--- src/rtl/decode_stage_fwd_if.sv ---
// Decode-stage bus: fetch-side handshake, execute-side decoded fields,
// downstream hazard/forwarding taps and register-file read port.
// The format code is carried as a plain 3-bit vector so this file has no
// package dependency: R=0 I=1 S=2 B=3 U=4 J=5 NO_TYPE=6.
interface decode_stage_fwd_if #(
  parameter int unsigned XLEN       = 32,
  parameter int unsigned NUM_STAGES = 3
);
  logic                       flush;
  logic                       in_valid;
  logic                       in_ready;
  logic [31:0]                in_instr;
  logic [XLEN-1:0]            in_pc;

  logic                       out_valid;
  logic                       out_ready;
  logic [XLEN-1:0]            out_pc;
  logic                       out_illegal;
  logic [6:0]                 out_opcode;
  logic [2:0]                 out_instr_format;
  logic [2:0]                 out_funct3;
  logic [6:0]                 out_funct7;
  logic [4:0]                 out_rs1;
  logic [4:0]                 out_rs2;
  logic [4:0]                 out_rd;
  logic [XLEN-1:0]            out_imm;
  logic [XLEN-1:0]            out_rs1_data;
  logic [XLEN-1:0]            out_rs2_data;

  logic [5*NUM_STAGES-1:0]    haz_rd;
  logic [NUM_STAGES-1:0]      haz_wr_en;
  logic [NUM_STAGES-1:0]      haz_data_valid;
  logic [XLEN*NUM_STAGES-1:0] haz_data;

  logic [4:0]                 reg_rd0;
  logic [4:0]                 reg_rd1;
  logic [XLEN-1:0]            reg_rd0_data;
  logic [XLEN-1:0]            reg_rd1_data;

  // Decode stage side
  modport master (
    input  flush, in_valid, in_instr, in_pc, out_ready,
    input  haz_rd, haz_wr_en, haz_data_valid, haz_data,
    input  reg_rd0_data, reg_rd1_data,
    output in_ready, out_valid, out_pc, out_illegal, out_opcode, out_instr_format,
    output out_funct3, out_funct7, out_rs1, out_rs2, out_rd, out_imm,
    output out_rs1_data, out_rs2_data, reg_rd0, reg_rd1
  );

  // Surrounding pipeline side
  modport slave (
    output flush, in_valid, in_instr, in_pc, out_ready,
    output haz_rd, haz_wr_en, haz_data_valid, haz_data,
    output reg_rd0_data, reg_rd1_data,
    input  in_ready, out_valid, out_pc, out_illegal, out_opcode, out_instr_format,
    input  out_funct3, out_funct7, out_rs1, out_rs2, out_rd, out_imm,
    input  out_rs1_data, out_rs2_data, reg_rd0, reg_rd1
  );
endinterface

--- src/rtl/decode_stage_fwd.sv ---
// RV32I decode pipeline stage with valid/ready handshake, flush and operand
// forwarding from NUM_STAGES downstream stages (index 0 = youngest).
module decode_stage_fwd #(
  parameter int unsigned XLEN       = 32,
  parameter int unsigned NUM_STAGES = 3,
  parameter int unsigned FWD_EN     = 1
) (
  input  logic               clk,
  input  logic               rst_n,
  decode_stage_fwd_if.master dif
);

  typedef enum logic [2:0] {
    R_TYPE  = 3'd0,
    I_TYPE  = 3'd1,
    S_TYPE  = 3'd2,
    B_TYPE  = 3'd3,
    U_TYPE  = 3'd4,
    J_TYPE  = 3'd5,
    NO_TYPE = 3'd6
  } instr_format_t;

  logic [31:0]        instr;
  instr_format_t      fmt;
  logic               uses_rs1, uses_rs2, has_rd;
  logic [4:0]         rs1, rs2, rd;
  logic signed [31:0] imm32;
  logic [XLEN-1:0]    imm;
  logic [XLEN:0]      rs1_res, rs2_res;
  logic               stall, accept;

  assign instr = dif.in_instr;

  // Returns {unresolved, value}. Walks oldest to youngest so the youngest
  // matching stage overrides; an older ready result never masks a younger
  // stage that has not produced its value yet.
  function automatic logic [XLEN:0] resolve(
    input logic [4:0]                 src,
    input logic [XLEN-1:0]            rf_data,
    input logic [5*NUM_STAGES-1:0]    hrd,
    input logic [NUM_STAGES-1:0]      hwe,
    input logic [NUM_STAGES-1:0]      hdv,
    input logic [XLEN*NUM_STAGES-1:0] hdata
  );
    logic [XLEN-1:0] val;
    logic            unres;
    val   = rf_data;
    unres = 1'b0;
    for (int unsigned k = NUM_STAGES; k > 0; k--) begin
      if (src != 5'd0 && hwe[k-1] && hrd[5*(k-1) +: 5] == src) begin
        val   = hdata[XLEN*(k-1) +: XLEN];
        unres = !(FWD_EN != 0 && hdv[k-1]);
      end
    end
    return {unres, val};
  endfunction

  // Opcode to instruction format
  always_comb begin
    fmt = NO_TYPE;
    case (instr[6:0])
      7'b0110011:                                         fmt = R_TYPE;
      7'b0010011, 7'b0000011, 7'b1100111, 7'b1110011,
      7'b0001111:                                         fmt = I_TYPE;
      7'b0100011:                                         fmt = S_TYPE;
      7'b1100011:                                         fmt = B_TYPE;
      7'b0110111, 7'b0010111:                             fmt = U_TYPE;
      7'b1101111:                                         fmt = J_TYPE;
      default:                                            fmt = NO_TYPE;
    endcase
  end

  // Register fields, masked to zero when the format does not use them
  always_comb begin
    uses_rs1 = fmt inside {R_TYPE, I_TYPE, S_TYPE, B_TYPE};
    uses_rs2 = fmt inside {R_TYPE, S_TYPE, B_TYPE};
    has_rd   = fmt inside {R_TYPE, I_TYPE, U_TYPE, J_TYPE};
    rs1      = uses_rs1 ? instr[19:15] : 5'd0;
    rs2      = uses_rs2 ? instr[24:20] : 5'd0;
    rd       = has_rd   ? instr[11:7]  : 5'd0;
  end

  // Immediate assembly; the signed 32-bit value is sign-extended to XLEN
  always_comb begin
    imm32 = '0;
    case (fmt)
      I_TYPE:  imm32 = {{20{instr[31]}}, instr[31:20]};
      S_TYPE:  imm32 = {{20{instr[31]}}, instr[31:25], instr[11:7]};
      B_TYPE:  imm32 = {{19{instr[31]}}, instr[31], instr[7], instr[30:25],
                        instr[11:8], 1'b0};
      U_TYPE:  imm32 = {instr[31:12], 12'd0};
      J_TYPE:  imm32 = {{11{instr[31]}}, instr[31], instr[19:12], instr[20],
                        instr[30:21], 1'b0};
      default: imm32 = '0;
    endcase
    imm = XLEN'(imm32);
  end

  assign dif.reg_rd0 = rs1;
  assign dif.reg_rd1 = rs2;

  // Operand selection, stall and handshake
  always_comb begin
    rs1_res      = resolve(rs1, dif.reg_rd0_data, dif.haz_rd, dif.haz_wr_en,
                           dif.haz_data_valid, dif.haz_data);
    rs2_res      = resolve(rs2, dif.reg_rd1_data, dif.haz_rd, dif.haz_wr_en,
                           dif.haz_data_valid, dif.haz_data);
    stall        = dif.in_valid && (rs1_res[XLEN] || rs2_res[XLEN]);
    dif.in_ready = !dif.flush && !stall && (!dif.out_valid || dif.out_ready);
    accept       = dif.in_valid && dif.in_ready;
  end

  // Output register: load on accept, drop valid on consume/flush, else hold
  always_ff @(posedge clk or negedge rst_n) begin
    if (!rst_n) begin
      dif.out_valid        <= 1'b0;
      dif.out_pc           <= '0;
      dif.out_illegal      <= 1'b0;
      dif.out_opcode       <= '0;
      dif.out_instr_format <= NO_TYPE;
      dif.out_funct3       <= '0;
      dif.out_funct7       <= '0;
      dif.out_rs1          <= '0;
      dif.out_rs2          <= '0;
      dif.out_rd           <= '0;
      dif.out_imm          <= '0;
      dif.out_rs1_data     <= '0;
      dif.out_rs2_data     <= '0;
    end else if (accept) begin
      dif.out_valid        <= 1'b1;
      dif.out_pc           <= dif.in_pc;
      dif.out_illegal      <= (fmt == NO_TYPE);
      dif.out_opcode       <= instr[6:0];
      dif.out_instr_format <= fmt;
      dif.out_funct3       <= instr[14:12];
      dif.out_funct7       <= instr[31:25];
      dif.out_rs1          <= rs1;
      dif.out_rs2          <= rs2;
      dif.out_rd           <= rd;
      dif.out_imm          <= imm;
      dif.out_rs1_data     <= rs1_res[XLEN-1:0];
      dif.out_rs2_data     <= rs2_res[XLEN-1:0];
    end else if (dif.flush || dif.out_ready) begin
      dif.out_valid        <= 1'b0;
    end
  end

endmodule

--- src/flat_wrapper.sv ---
// flat-port wrapper written by rule: the top's interface ports become plain ports
module decode_stage_fwd_flat 
#(
  parameter int unsigned XLEN       = 32,
  parameter int unsigned NUM_STAGES = 3,
  parameter int unsigned FWD_EN     = 1
)
  (clk, rst_n, dif_flush, dif_in_valid, dif_in_instr, dif_in_pc, dif_out_ready, dif_haz_rd, dif_haz_wr_en, dif_haz_data_valid, dif_haz_data, dif_reg_rd0_data, dif_reg_rd1_data, dif_in_ready, dif_out_valid, dif_out_pc, dif_out_illegal, dif_out_opcode, dif_out_instr_format, dif_out_funct3, dif_out_funct7, dif_out_rs1, dif_out_rs2, dif_out_rd, dif_out_imm, dif_out_rs1_data, dif_out_rs2_data, dif_reg_rd0, dif_reg_rd1);
  decode_stage_fwd_if #(.XLEN(XLEN), .NUM_STAGES(NUM_STAGES)) dif_i ();
  input  logic clk;
  input  logic rst_n;
  input wire logic [$bits(dif_i.flush)-1:0] dif_flush;
  input wire logic [$bits(dif_i.in_valid)-1:0] dif_in_valid;
  input wire logic [$bits(dif_i.in_instr)-1:0] dif_in_instr;
  input wire logic [$bits(dif_i.in_pc)-1:0] dif_in_pc;
  input wire logic [$bits(dif_i.out_ready)-1:0] dif_out_ready;
  input wire logic [$bits(dif_i.haz_rd)-1:0] dif_haz_rd;
  input wire logic [$bits(dif_i.haz_wr_en)-1:0] dif_haz_wr_en;
  input wire logic [$bits(dif_i.haz_data_valid)-1:0] dif_haz_data_valid;
  input wire logic [$bits(dif_i.haz_data)-1:0] dif_haz_data;
  input wire logic [$bits(dif_i.reg_rd0_data)-1:0] dif_reg_rd0_data;
  input wire logic [$bits(dif_i.reg_rd1_data)-1:0] dif_reg_rd1_data;
  output wire logic [$bits(dif_i.in_ready)-1:0] dif_in_ready;
  output wire logic [$bits(dif_i.out_valid)-1:0] dif_out_valid;
  output wire logic [$bits(dif_i.out_pc)-1:0] dif_out_pc;
  output wire logic [$bits(dif_i.out_illegal)-1:0] dif_out_illegal;
  output wire logic [$bits(dif_i.out_opcode)-1:0] dif_out_opcode;
  output wire logic [$bits(dif_i.out_instr_format)-1:0] dif_out_instr_format;
  output wire logic [$bits(dif_i.out_funct3)-1:0] dif_out_funct3;
  output wire logic [$bits(dif_i.out_funct7)-1:0] dif_out_funct7;
  output wire logic [$bits(dif_i.out_rs1)-1:0] dif_out_rs1;
  output wire logic [$bits(dif_i.out_rs2)-1:0] dif_out_rs2;
  output wire logic [$bits(dif_i.out_rd)-1:0] dif_out_rd;
  output wire logic [$bits(dif_i.out_imm)-1:0] dif_out_imm;
  output wire logic [$bits(dif_i.out_rs1_data)-1:0] dif_out_rs1_data;
  output wire logic [$bits(dif_i.out_rs2_data)-1:0] dif_out_rs2_data;
  output wire logic [$bits(dif_i.reg_rd0)-1:0] dif_reg_rd0;
  output wire logic [$bits(dif_i.reg_rd1)-1:0] dif_reg_rd1;
  assign dif_i.flush = dif_flush;
  assign dif_i.in_valid = dif_in_valid;
  assign dif_i.in_instr = dif_in_instr;
  assign dif_i.in_pc = dif_in_pc;
  assign dif_i.out_ready = dif_out_ready;
  assign dif_i.haz_rd = dif_haz_rd;
  assign dif_i.haz_wr_en = dif_haz_wr_en;
  assign dif_i.haz_data_valid = dif_haz_data_valid;
  assign dif_i.haz_data = dif_haz_data;
  assign dif_i.reg_rd0_data = dif_reg_rd0_data;
  assign dif_i.reg_rd1_data = dif_reg_rd1_data;
  assign dif_in_ready = dif_i.in_ready;
  assign dif_out_valid = dif_i.out_valid;
  assign dif_out_pc = dif_i.out_pc;
  assign dif_out_illegal = dif_i.out_illegal;
  assign dif_out_opcode = dif_i.out_opcode;
  assign dif_out_instr_format = dif_i.out_instr_format;
  assign dif_out_funct3 = dif_i.out_funct3;
  assign dif_out_funct7 = dif_i.out_funct7;
  assign dif_out_rs1 = dif_i.out_rs1;
  assign dif_out_rs2 = dif_i.out_rs2;
  assign dif_out_rd = dif_i.out_rd;
  assign dif_out_imm = dif_i.out_imm;
  assign dif_out_rs1_data = dif_i.out_rs1_data;
  assign dif_out_rs2_data = dif_i.out_rs2_data;
  assign dif_reg_rd0 = dif_i.reg_rd0;
  assign dif_reg_rd1 = dif_i.reg_rd1;
  decode_stage_fwd #(.XLEN(XLEN), .NUM_STAGES(NUM_STAGES), .FWD_EN(FWD_EN)) u_core (.clk(clk), .rst_n(rst_n), .dif(dif_i));
endmodule
--- config.mk ---
export PLATFORM = sky130hd
export DESIGN_NAME = decode_stage_fwd_flat
export DESIGN_NICKNAME = d
export VERILOG_FILES = /design/src/rtl/decode_stage_fwd_if.sv /design/src/rtl/decode_stage_fwd.sv /design/src/flat_wrapper.sv
export SDC_FILE = /design/constraint.sdc
export NUM_CORES = 1
export LEC_CHECK = 0
export BUFFER_PORTS_ARGS = -buffer_cell sky130_fd_sc_hd__buf_2
export CORE_AREA = 2 2 164 166
export CTS_CLUSTER_DIAMETER = 60
export DETAILED_ROUTE_END_ITERATION = 16
export DIE_AREA = 0 0 166 168
export GPL_TIMING_DRIVEN = 0
export PLACE_DENSITY = 0.72
export SYNTH_ARGS = -nofsm -noshare
export SYNTH_HDL_FRONTEND = slang
export SYNTH_SLANG_ARGS = --single-unit
--- constraint.sdc ---
create_clock -name clk -period 2.82 [get_ports clk]
set_clock_uncertainty 0.1 [all_clocks]
set_input_delay 0.282 -clock clk [delete_from_list [all_inputs] [get_ports clk]]
set_output_delay 0.282 -clock clk [all_outputs]
set_load 0.02 [all_outputs]
==> results.yml, run 1 <==
sta:
  slew_headroom_pct: 28.5
  timing.final.setup_violations: 0
  worst_slew_pin_slew_ns: 1.07
  max_freq_ghz: 0.361
  fin_crit_ns: 2.77
  period_share_pct: 98.2
  grt_setup_unrepaired: "true"
  hold_viol: 0
  slew_violations: 0
critical_path:
  worstSetupPathType: "in2out"
  cp-end-kind: "primary output"
  crit_path_max_fanout: 6
  crit_path_start_kind: "input pin"
  crit_arrival_ns: 2.39
  crit_start: "dif_in_instr[5]"
  worstPathRequired_ns: 2.44
  r2r_cells: 6
  r2r-start: "u_core.dif.out_valid"
logic_synthesis:
  yosys_warnings: 0
  synth_area_um2: 9980
  avgSynthCellArea_um2: 11.0
  synth_seq_cells: 165
  synth.largest_area_cell: "dfrtp_1"
  synth_cells: 907
  ys.flop_type: "dfrtp_1"
  ys_seq_area_share_pct: 41.4
  synth-async-reset-ratio_pct: 100
  yosys.area.top_type_share_pct: 40.9
  yosys-top-cells-area: "dfrtp_1, mux2_4, mux2i_1"
  synth_edf_count: 0
  syn_nets: 1157
  ys_types: 63
floorplanning:
  die_area_um2: 27900
  core_area_um2: 26400
  rows: 60
  ioPinCount: 426
  die_h_um: 168
  start_util_pct: 37.9
  die_w_um: 166
min_path:
  min_path_cells: 3
  holdCritStartpoint: "dif_in_instr[8]"
  min_path_type: "in2reg"
routing:
  firstDrtPassIters: 5
  vias_per_cell: 5.09
  wire_per_inst_um: 19.8
  vias: 8825
  drc_errors: 0
  drt-total-wl_mm: 34.4
  drtAntennaViolNets: 0
  drtIter0Drc: 443
clock_network:
  cts_tree: "done"
  cts.sinks: 165
  h-tree-depth: 4
  clk_pin_slew_worst_paths_ns: 0.07
  numCtsBuffers: 17
  clock_path_buffers: 2
  clk_latency_ns: 0.42
  root_buffer: "clkbuf_16"
finish:
  drive_gt1_share_pct: 46.3
  final_util_pct: 51.8
  antennaDiodeCount: 0
  layout_commonest_cell: "buf_2"
  fin_cells: 1735
  area_growth_pct: 36.9
  n_fill_cell: 2332
  mostFrequentLayoutCells: "buf_2, dfrtp_1, mux2i_1, mux2_4, inv_1"
  nets: 1631
status:
  status: "finished, final reports clean"
global_routing:
  grt_pass1_wl_mm: 52.6
  overflow: 0
  grt_max_degree: 113
  grt_pass1_vias: 9167
  antenna_found_initial: 3
  track_usage_pct: 24.0
pwr:
  p_per_area_nw_per_um2: 521
  vdd_ir_drop_max_mv: 0.401
  power_uw: 7110
  power.leakage_uw: 0.00694
placement:
  place_congestion: 0.899
  dpl.hpwl_mm: 25.9
  portBuffers: 416
  dp.cells: 1665
flow_run:
  drv_cap: 0
registers in the layout (all words and copies together) (netlist names):
name                         count
u_core.dif.out_imm              32
u_core.dif.out_pc               32
u_core.dif.out_rs1_data         32
u_core.dif.out_rs2_data         32
u_core.dif.out_funct7            7
u_core.dif.out_opcode            7
u_core.dif.out_rd                5
u_core.dif.out_rs1               5
u_core.dif.out_rs2               5
u_core.dif.out_funct3            3
u_core.dif.out_instr_format      3
u_core.dif.out_illegal           1
u_core.dif.out_valid             1
metal layers:
layer | vias up | global-route usage (%) | routed length (um)
met5 | - | 0 | 41
met4 | 6 | 5.29 | 539
met3 | 42 | 5.71 | 2080
met2 | 359 | 43.0 | 17300
met1 | 4301 | 29.4 | 14400
li1 | 4117 | - | -
what timing repair did:
item                       CTS  global route
buffers inserted             2             4
hold endpoints to repair    86             0
gates resized for setup     15            24
hold buffers                34             0
pin swaps                    5            10
setup endpoints to repair  166            57
power by group:
part	leakage, uW	internal, uW	switching, uW	total [uW]
combinational	0.00463	880	1050	1930
sequential	0.00203	2680	176	2850
clock	0.000278	1190	1140	2330
cell families (layout without fill, tap and decap cells):
| group | after synthesis | after routing | share of synthesized area, % |
|---|---|---|---|
| flip-flops | 165 | 165 | 41.4 |
| multiplexers | 260 | 260 | 30.9 |
| AND/OR/NAND/NOR | 162 | 162 | 7.85 |
| XOR/XNOR | 23 | 23 | 2.02 |
| buffers and inverters | 137 | 624 | 7.61 |
| AO/OA/AOI/OAI | 160 | 160 | 10.2 |
synthesized netlist by cell type, types with 5 or more instances:
library cell    n
and2_1         11
mux2_4         82
buf_6           6
a211oi_1       34
mux2i_1       121
xor2_1          7
nor2_1         43
buf_1           8
inv_1          68
o21ai_0        41
clkbuf_1       27
a21oi_1        48
dfrtp_1       163
buf_12         10
buf_2          15
xnor2_1        16
mux2_2         34
a22o_1          6
and3_1          5
mux2_1         23
nand2_1        68
stage by stage:
stage | hold WS (ns) | instance area (um2) | setup WS [ns] | TNS (ns)
2_1_floorplan | -0.114 | 10000 | 0.0147 | 0
3_3_place_gp | 0.352 | 12600 | -1.30 | -322.37
3_5_place_dp | 0.125 | 12600 | -0.879 | -109.85
4_1_cts | 0.00362 | 13600 | -0.0174 | -0.0174
5_1_grt | 0.00518 | 13700 | -0.0474 | -0.0486
6_report | 0.0278 | 13700 | 0.0504 | 0
worst max-delay path, stage by stage:
cell,delay [ns]
buf_2,0.13
and4b_2,0.30
and3_2,0.26
and2_1,0.16
o2111a_1,0.30
or3_1,0.37
o211ai_1,0.18
o21ai_1,0.11
and2_1,0.17
buf_6,0.13
layout make-up:
cell class | instances | area [um2] | share of cell area (%)
Tap cell | 341 | 427 | 3.12
Clock buffer | 17 | 425 | 3.11
Timing Repair Buffer | 457 | 2530 | 18.5
Multi-Input combinational cell | 605 | 5200 | 38.0
Inverter | 68 | 255 | 1.87
Clock inverter | 15 | 159 | 1.16
Buffer | 67 | 533 | 3.90
Sequential cell | 165 | 4130 | 30.2
final timing paths:
check | to | slack [ns]
max reg2reg | u_core.dif.out_rs2[0] | 0.53
max in group asynchronous | u_core.dif.out_rs2_data[22] | 1.40
min | u_core.dif.out_rd[1] | 0.03
max | dif_in_ready | 0.05
min reg2reg | u_core.dif.out_instr_format[1] | 0.36
min in group asynchronous | u_core.dif.out_pc[1] | 0.27
No activity file was read; power rests on OpenSTA's default activity.
==> run 2: changes to the inputs <==
--- a/config.mk
+++ b/config.mk
@@ -11,7 +11,7 @@
 export DETAILED_ROUTE_END_ITERATION = 16
 export DIE_AREA = 0 0 166 168
 export GPL_TIMING_DRIVEN = 0
-export PLACE_DENSITY = 0.72
+export PLACE_DENSITY = 0.66
 export SYNTH_ARGS = -nofsm -noshare
 export SYNTH_HDL_FRONTEND = slang
 export SYNTH_SLANG_ARGS = --single-unit
==> results.yml, run 2 (same netlist as run 1, synthesis figures left out) <==
status:
  status: "finished with violations"
  violations: "negative setup slack"
finish:
  multi_input_area_um2: 5190
  mostFrequentLayoutCells: "buf_2, dfrtp_1, mux2i_1, mux2_4"
  area_growth_pct: 42.0
  layout_commonest_cell: "buf_2"
  n_fill_cell: 2336
  nets: 1654
  seq_area_um2: 4130
  final_area_um2: 14200
  drive_gt1_share_pct: 46.6
routing:
  drt-total-wl_mm: 36.2
  drc_errors: 0
  drtAntennaViolNets: 0
  vias: 8984
  firstDrtPassIters: 5
  wire_per_inst_um: 20.6
  drtIter0Drc: 520
  vias_per_cell: 5.10
critical_path:
  cp-end-kind: "register"
  crit_path_start_kind: "input pin"
  crit_path_max_fanout: 6
  crit_arrival_ns: 3.04
  crit_chain: "buf_2 > nor4bb_4 > buf_4 > o211a_1 > a2111o_1 > a211o_1 > buf_6 > a2bb2oi_2 > o211ai_1 > buf_4 > nor3_4 > buf_6 > buf_12 > clkbuf_16 > mux2_4"
  critPathSlowestCell: "a211o_1"
  r2r_end: "u_core.dif.out_funct7[0]"
  r2r_cells: 7
  worstPathRequired_ns: 3.04
  worstSetupPathType: "in2reg"
  r2r-start: "u_core.dif.out_valid"
  slowest_delay_ns: 0.33
  r2r_setup_slack_ns: 0.91
sta:
  fin_ws_ns: -0.00427
  grt_setup_unrepaired: "true"
  hold_viol: 0
  worst_slew_pin_slew_ns: 1.13
  holdWs_ns: 0.0233
  period_share_pct: 100
  tns_ns: -0.0164
  fin_crit_ns: 2.82
  slew_headroom_pct: 24.0
  max_freq_ghz: 0.354
  slew_violations: 0
  timing.final.setup_violations: 8
pwr:
  power.leakage_uw: 0.00716
  vdd_ir_drop_max_mv: 0.331
  p_per_area_nw_per_um2: 519
  power_uw: 7360
placement:
  place_congestion: 0.917
  portBuffers: 416
  dp_slack_ns: -0.739
  placed_area_um2: 12600
  dpl.hpwl_mm: 26.4
global_routing:
  grt_max_degree: 85
  track_usage_pct: 24.7
  grt_pass1_wl_mm: 53.5
  overflow: 0
  grt_pass1_vias: 9334
  antenna_found_initial: 5
clock_network:
  numCtsBuffers: 17
  clock_path_buffers: 2
  h-tree-depth: 4
  cts.sinks: 165
  clk_pin_slew_worst_paths_ns: 0.07
  root_buffer: "clkbuf_16"
  clk_latency_ns: 0.42
  cts_tree: "done"
floorplanning:
  die_w_um: 166
  die_area_um2: 27900
  ioPinCount: 426
  core_area_um2: 26400
  start_util_pct: 37.9
  die_h_um: 168
  rows: 60
min_path:
  holdCritStartpoint: "dif_in_instr[11]"
  min_to: "u_core.dif.out_rd[4]"
  min_path_cells: 3
  min_path_type: "in2reg"
flow_run:
  drv_cap: 0
run 2: cell types whose count changed in the layout (fill, tap and decap cells not counted), moves of 3 or more:
cell,before,now
clkinv_8,3,7
buf_8,2,5
buf_6,12,7
buf_12,11,17
clkinvlp_4,3,0
clkbuf_2,8,5
dlygate4sd3_1,34,38
inv_8,5,2
clkbuf_16,17,28
run 2: worst max path at each step:
stage	start	to	depth (start not counted)
after floorplan	dif_in_instr[4]	u_core.dif.out_funct3[0]	12
after global placement	rst_n	u_core.dif.out_rs1_data[16]	1
after detailed placement	dif_in_instr[4]	u_core.dif.out_rs1_data[27]	11
after CTS	dif_in_instr[4]	dif_in_ready	11
after global routing	dif_in_instr[4]	u_core.dif.out_funct7[0]	15
final	dif_in_instr[3]	u_core.dif.out_funct7[0]	15
run 2: repair_timing:
action,in CTS,in global routing
gates resized for setup,14,31
setup buffers,9,4
hold buffers,38,0
endpoints found under the hold margin,121,0
setup endpoints to repair,166,165
pin swaps,3,6
gates cloned,1,11
run 2: power breakdown:
part	switching, uW	total (uW)	internal (uW)	leakage [uW]
Clock	1200	2490	1290	0.000306
Combinational	1070	2020	943	0.00483
Sequential	176	2850	2680	0.00203
Total	2450	7360	4910	0.00716
run 2: metrics by stage:
step                      utilization (%)  instances
after global routing                 53.8       1759
after detailed placement             47.8       1665
after CTS                            52.2       1744
after global placement               47.6       1664
final                                53.8       1760
after floorplan                         -        907
run 2: worst max-delay path, delay by kind of cell:
family / cells / cell delay [ns]
buffers and inverters: 7 / 1.05
multiplexers: 1 / 0.30
AO/OA/AOI/OAI: 5 / 1.04
AND/OR/NAND/NOR: 2 / 0.36
run 2: layout make-up:
type / instances / area share, %
multi-input cells: 605 / 36.6
flip-flops and latches: 165 / 29.1
repair buffers: 480 / 20.8
plain buffers: 67 / 4.12
well taps: 341 / 3.01
clock buffers: 17 / 3.00
inverters: 68 / 1.80
clock inverters: 15 / 1.48
diodes: 2 / 0.0353
run 2: per-layer routing:
layer | vias up | GRT usage, % | part of all wire [%] | wire, um
met5 | - | 0 | 0.036 | 13
met4 | 2 | 8.88 | 2.7 | 960
met3 | 57 | 5.78 | 6.9 | 2520
met2 | 407 | 42.8 | 49 | 17900
met1 | 4328 | 30.2 | 41 | 14900
li1 | 4190 | - | - | -
==> run 3: changes to the inputs <==
--- a/config.mk
+++ b/config.mk
@@ -6,12 +6,11 @@
 export NUM_CORES = 1
 export LEC_CHECK = 0
 export BUFFER_PORTS_ARGS = -buffer_cell sky130_fd_sc_hd__buf_2
-export CORE_AREA = 2 2 164 166
+export CORE_MARGIN = 2
+export CORE_UTILIZATION = 30
 export CTS_CLUSTER_DIAMETER = 60
 export DETAILED_ROUTE_END_ITERATION = 16
-export DIE_AREA = 0 0 166 168
 export GPL_TIMING_DRIVEN = 0
-export PLACE_DENSITY = 0.66
 export SYNTH_ARGS = -nofsm -noshare
 export SYNTH_HDL_FRONTEND = slang
 export SYNTH_SLANG_ARGS = --single-unit
==> results.yml, run 3 (same netlist as run 1, synthesis figures left out) <==
sta:
  fin_ws_ns: -0.00521
  holdWs_ns: 0.0161
  worst_slew_pin_slew_ns: 1.10
  slew_violations: 0
  grt_setup_unrepaired: "true"
  max_freq_ghz: 0.354
  fin_crit_ns: 2.83
  slew_headroom_pct: 25.9
  tns_ns: -0.0196
  timing.final.setup_violations: 5
  period_share_pct: 100
  hold_viol: 0
floorplanning:
  die_w_um: 186
  core_area_um2: 32600
  start_util_pct: 30.6
  rows: 66
  die_h_um: 186
  die_area_um2: 34700
  ioPinCount: 426
clock_network:
  numCtsBuffers: 17
  clock_path_buffers: 2
  cts.sinks: 165
  root_buffer: "clkbuf_16"
  h-tree-depth: 4
  clk_latency_ns: 0.45
  cts_tree: "done"
  clk_pin_slew_worst_paths_ns: 0.08
critical_path:
  crit_path_max_fanout: 6
  r2r_setup_slack_ns: 0.82
  slowest_delay_ns: 0.40
  crit_arrival_ns: 3.06
  critPathSlowestCell: "a211o_4"
  r2r_cells: 8
  crit_path_start_kind: "input pin"
  crit_chain: "buf_8 > buf_8 > buf_4 > nand2b_1 > a21oi_4 > o221ai_4 > a211o_4 > a2bb2oi_2 > o211ai_1 > buf_4 > nor3_4 > buf_6 > buf_12 > buf_12 > clkbuf_16 > mux2_4"
  worstPathRequired_ns: 3.05
  r2r-start: "u_core.dif.out_valid"
  cp-end-kind: "register"
  r2r_end: "u_core.dif.out_rs1_data[13]"
  worstSetupPathType: "in2reg"
min_path:
  holdCritStartpoint: "dif_in_instr[9]"
  min_path_type: "in2reg"
  min_to: "u_core.dif.out_rd[2]"
  min_path_cells: 3
routing:
  vias_per_cell: 4.79
  vias: 8974
  drtAntennaViolNets: 0
  drtIter0Drc: 446
  wire_per_inst_um: 19.6
  drt-total-wl_mm: 36.8
  drc_errors: 0
  firstDrtPassIters: 5
placement:
  dpl.hpwl_mm: 26.9
  place_congestion: 0.859
  dp.cells: 1766
  portBuffers: 416
finish:
  final_util_pct: 43.9
  mostFrequentLayoutCells: "buf_2, dfrtp_1, mux2i_1, mux2_4"
  nets: 1667
  layout_commonest_cell: "buf_2"
  drive_gt1_share_pct: 47.0
  fin_cells: 1875
  area_growth_pct: 43.5
global_routing:
  grt_pass1_vias: 9391
  track_usage_pct: 20.7
  top_usage_layer: "met2"
  overflow: 0
  grt_util_met2_pct: 34.6
  grt_use_met3_pct: 5.60
  antenna_found_initial: 4
  grt_max_degree: 90
  grt_pass1_wl_mm: 55.6
  grtUsageMet1_pct: 25.3
status:
  status: "finished with violations"
  violations: "negative setup slack"
pwr:
  p_per_area_nw_per_um2: 506
  power.leakage_uw: 0.00720
  vdd_ir_drop_max_mv: 0.415
  power_uw: 7250
flow_run:
  drv_cap: 0
==> run 3: critical path: cells and delay by family <==
family	cells	cell delay (ns)
buffers and inverters	8	1.06
multiplexers	1	0.29
AO/OA/AOI/OAI	5	1.09
AND/OR/NAND/NOR	2	0.33
==> run 3: repair_timing <==
| item | 4_1_cts | 5_1_grt |
|---|---|---|
| endpoints found under the hold margin | 124 | 0 |
| pin swaps | 3 | 5 |
| setup buffers | 9 | 14 |
| hold buffers | 45 | 0 |
| setup endpoints to repair | 166 | 165 |
| cloned | 3 | 7 |
| resized for setup | 22 | 30 |
==> run 3: cell type report <==
cell class / count / area (um2)
well taps: 442 / 553
inverters: 68 / 255
clock inverters: 14 / 160
clock buffers: 18 / 439
repair buffers: 494 / 3020
plain buffers: 66 / 558
fillers: 3134 / 18300
flip-flops and latches: 165 / 4130
diodes: 3 / 7.51
multi-input cells: 605 / 5190
==> run 3: worst max path at each step <==
stage / slack [ns] / cells after the start / end / start
2_1_floorplan: 0.01 / 12 / u_core.dif.out_funct3[0] / dif_in_instr[4]
3_3_place_gp: -1.39 / 1 / u_core.dif.out_rs1_data[18] / rst_n
3_5_place_dp: -1.14 / 11 / u_core.dif.out_rs1_data[31] / dif_in_instr[4]
4_1_cts: -0.02 / 17 / u_core.dif.out_rs1_data[29] / dif_in_instr[4]
5_1_grt: -0.10 / 16 / u_core.dif.out_rs1_data[14] / dif_in_instr[4]
6_report: -0.005 / 16 / u_core.dif.out_rs1_data[13] / dif_in_instr[4]
==> run 3: per-stage QoR <==
stage               setup slack (ns)  area (um2)
floorplan                     0.0147       10000
global placement               -1.39       12700
detailed placement             -1.14       12700
CTS                          -0.0215       14000
global route                  -0.101       14300
finish                      -0.00521       14300
==> run 3: metal layers <==
metal / routed length (um) / share of wire, %
met3: 2600 / 7.1
met5: 22 / 0.060
met2: 17700 / 48
met1: 15300 / 42
met4: 1170 / 3.2
==> run 3: report_power, final <==
part	switching, uW	total, uW	leakage [uW]	internal (uW)
Clock	1170	2380	0.000292	1210
Combinational	1070	2010	0.00488	942
Sequential	178	2860	0.00203	2680
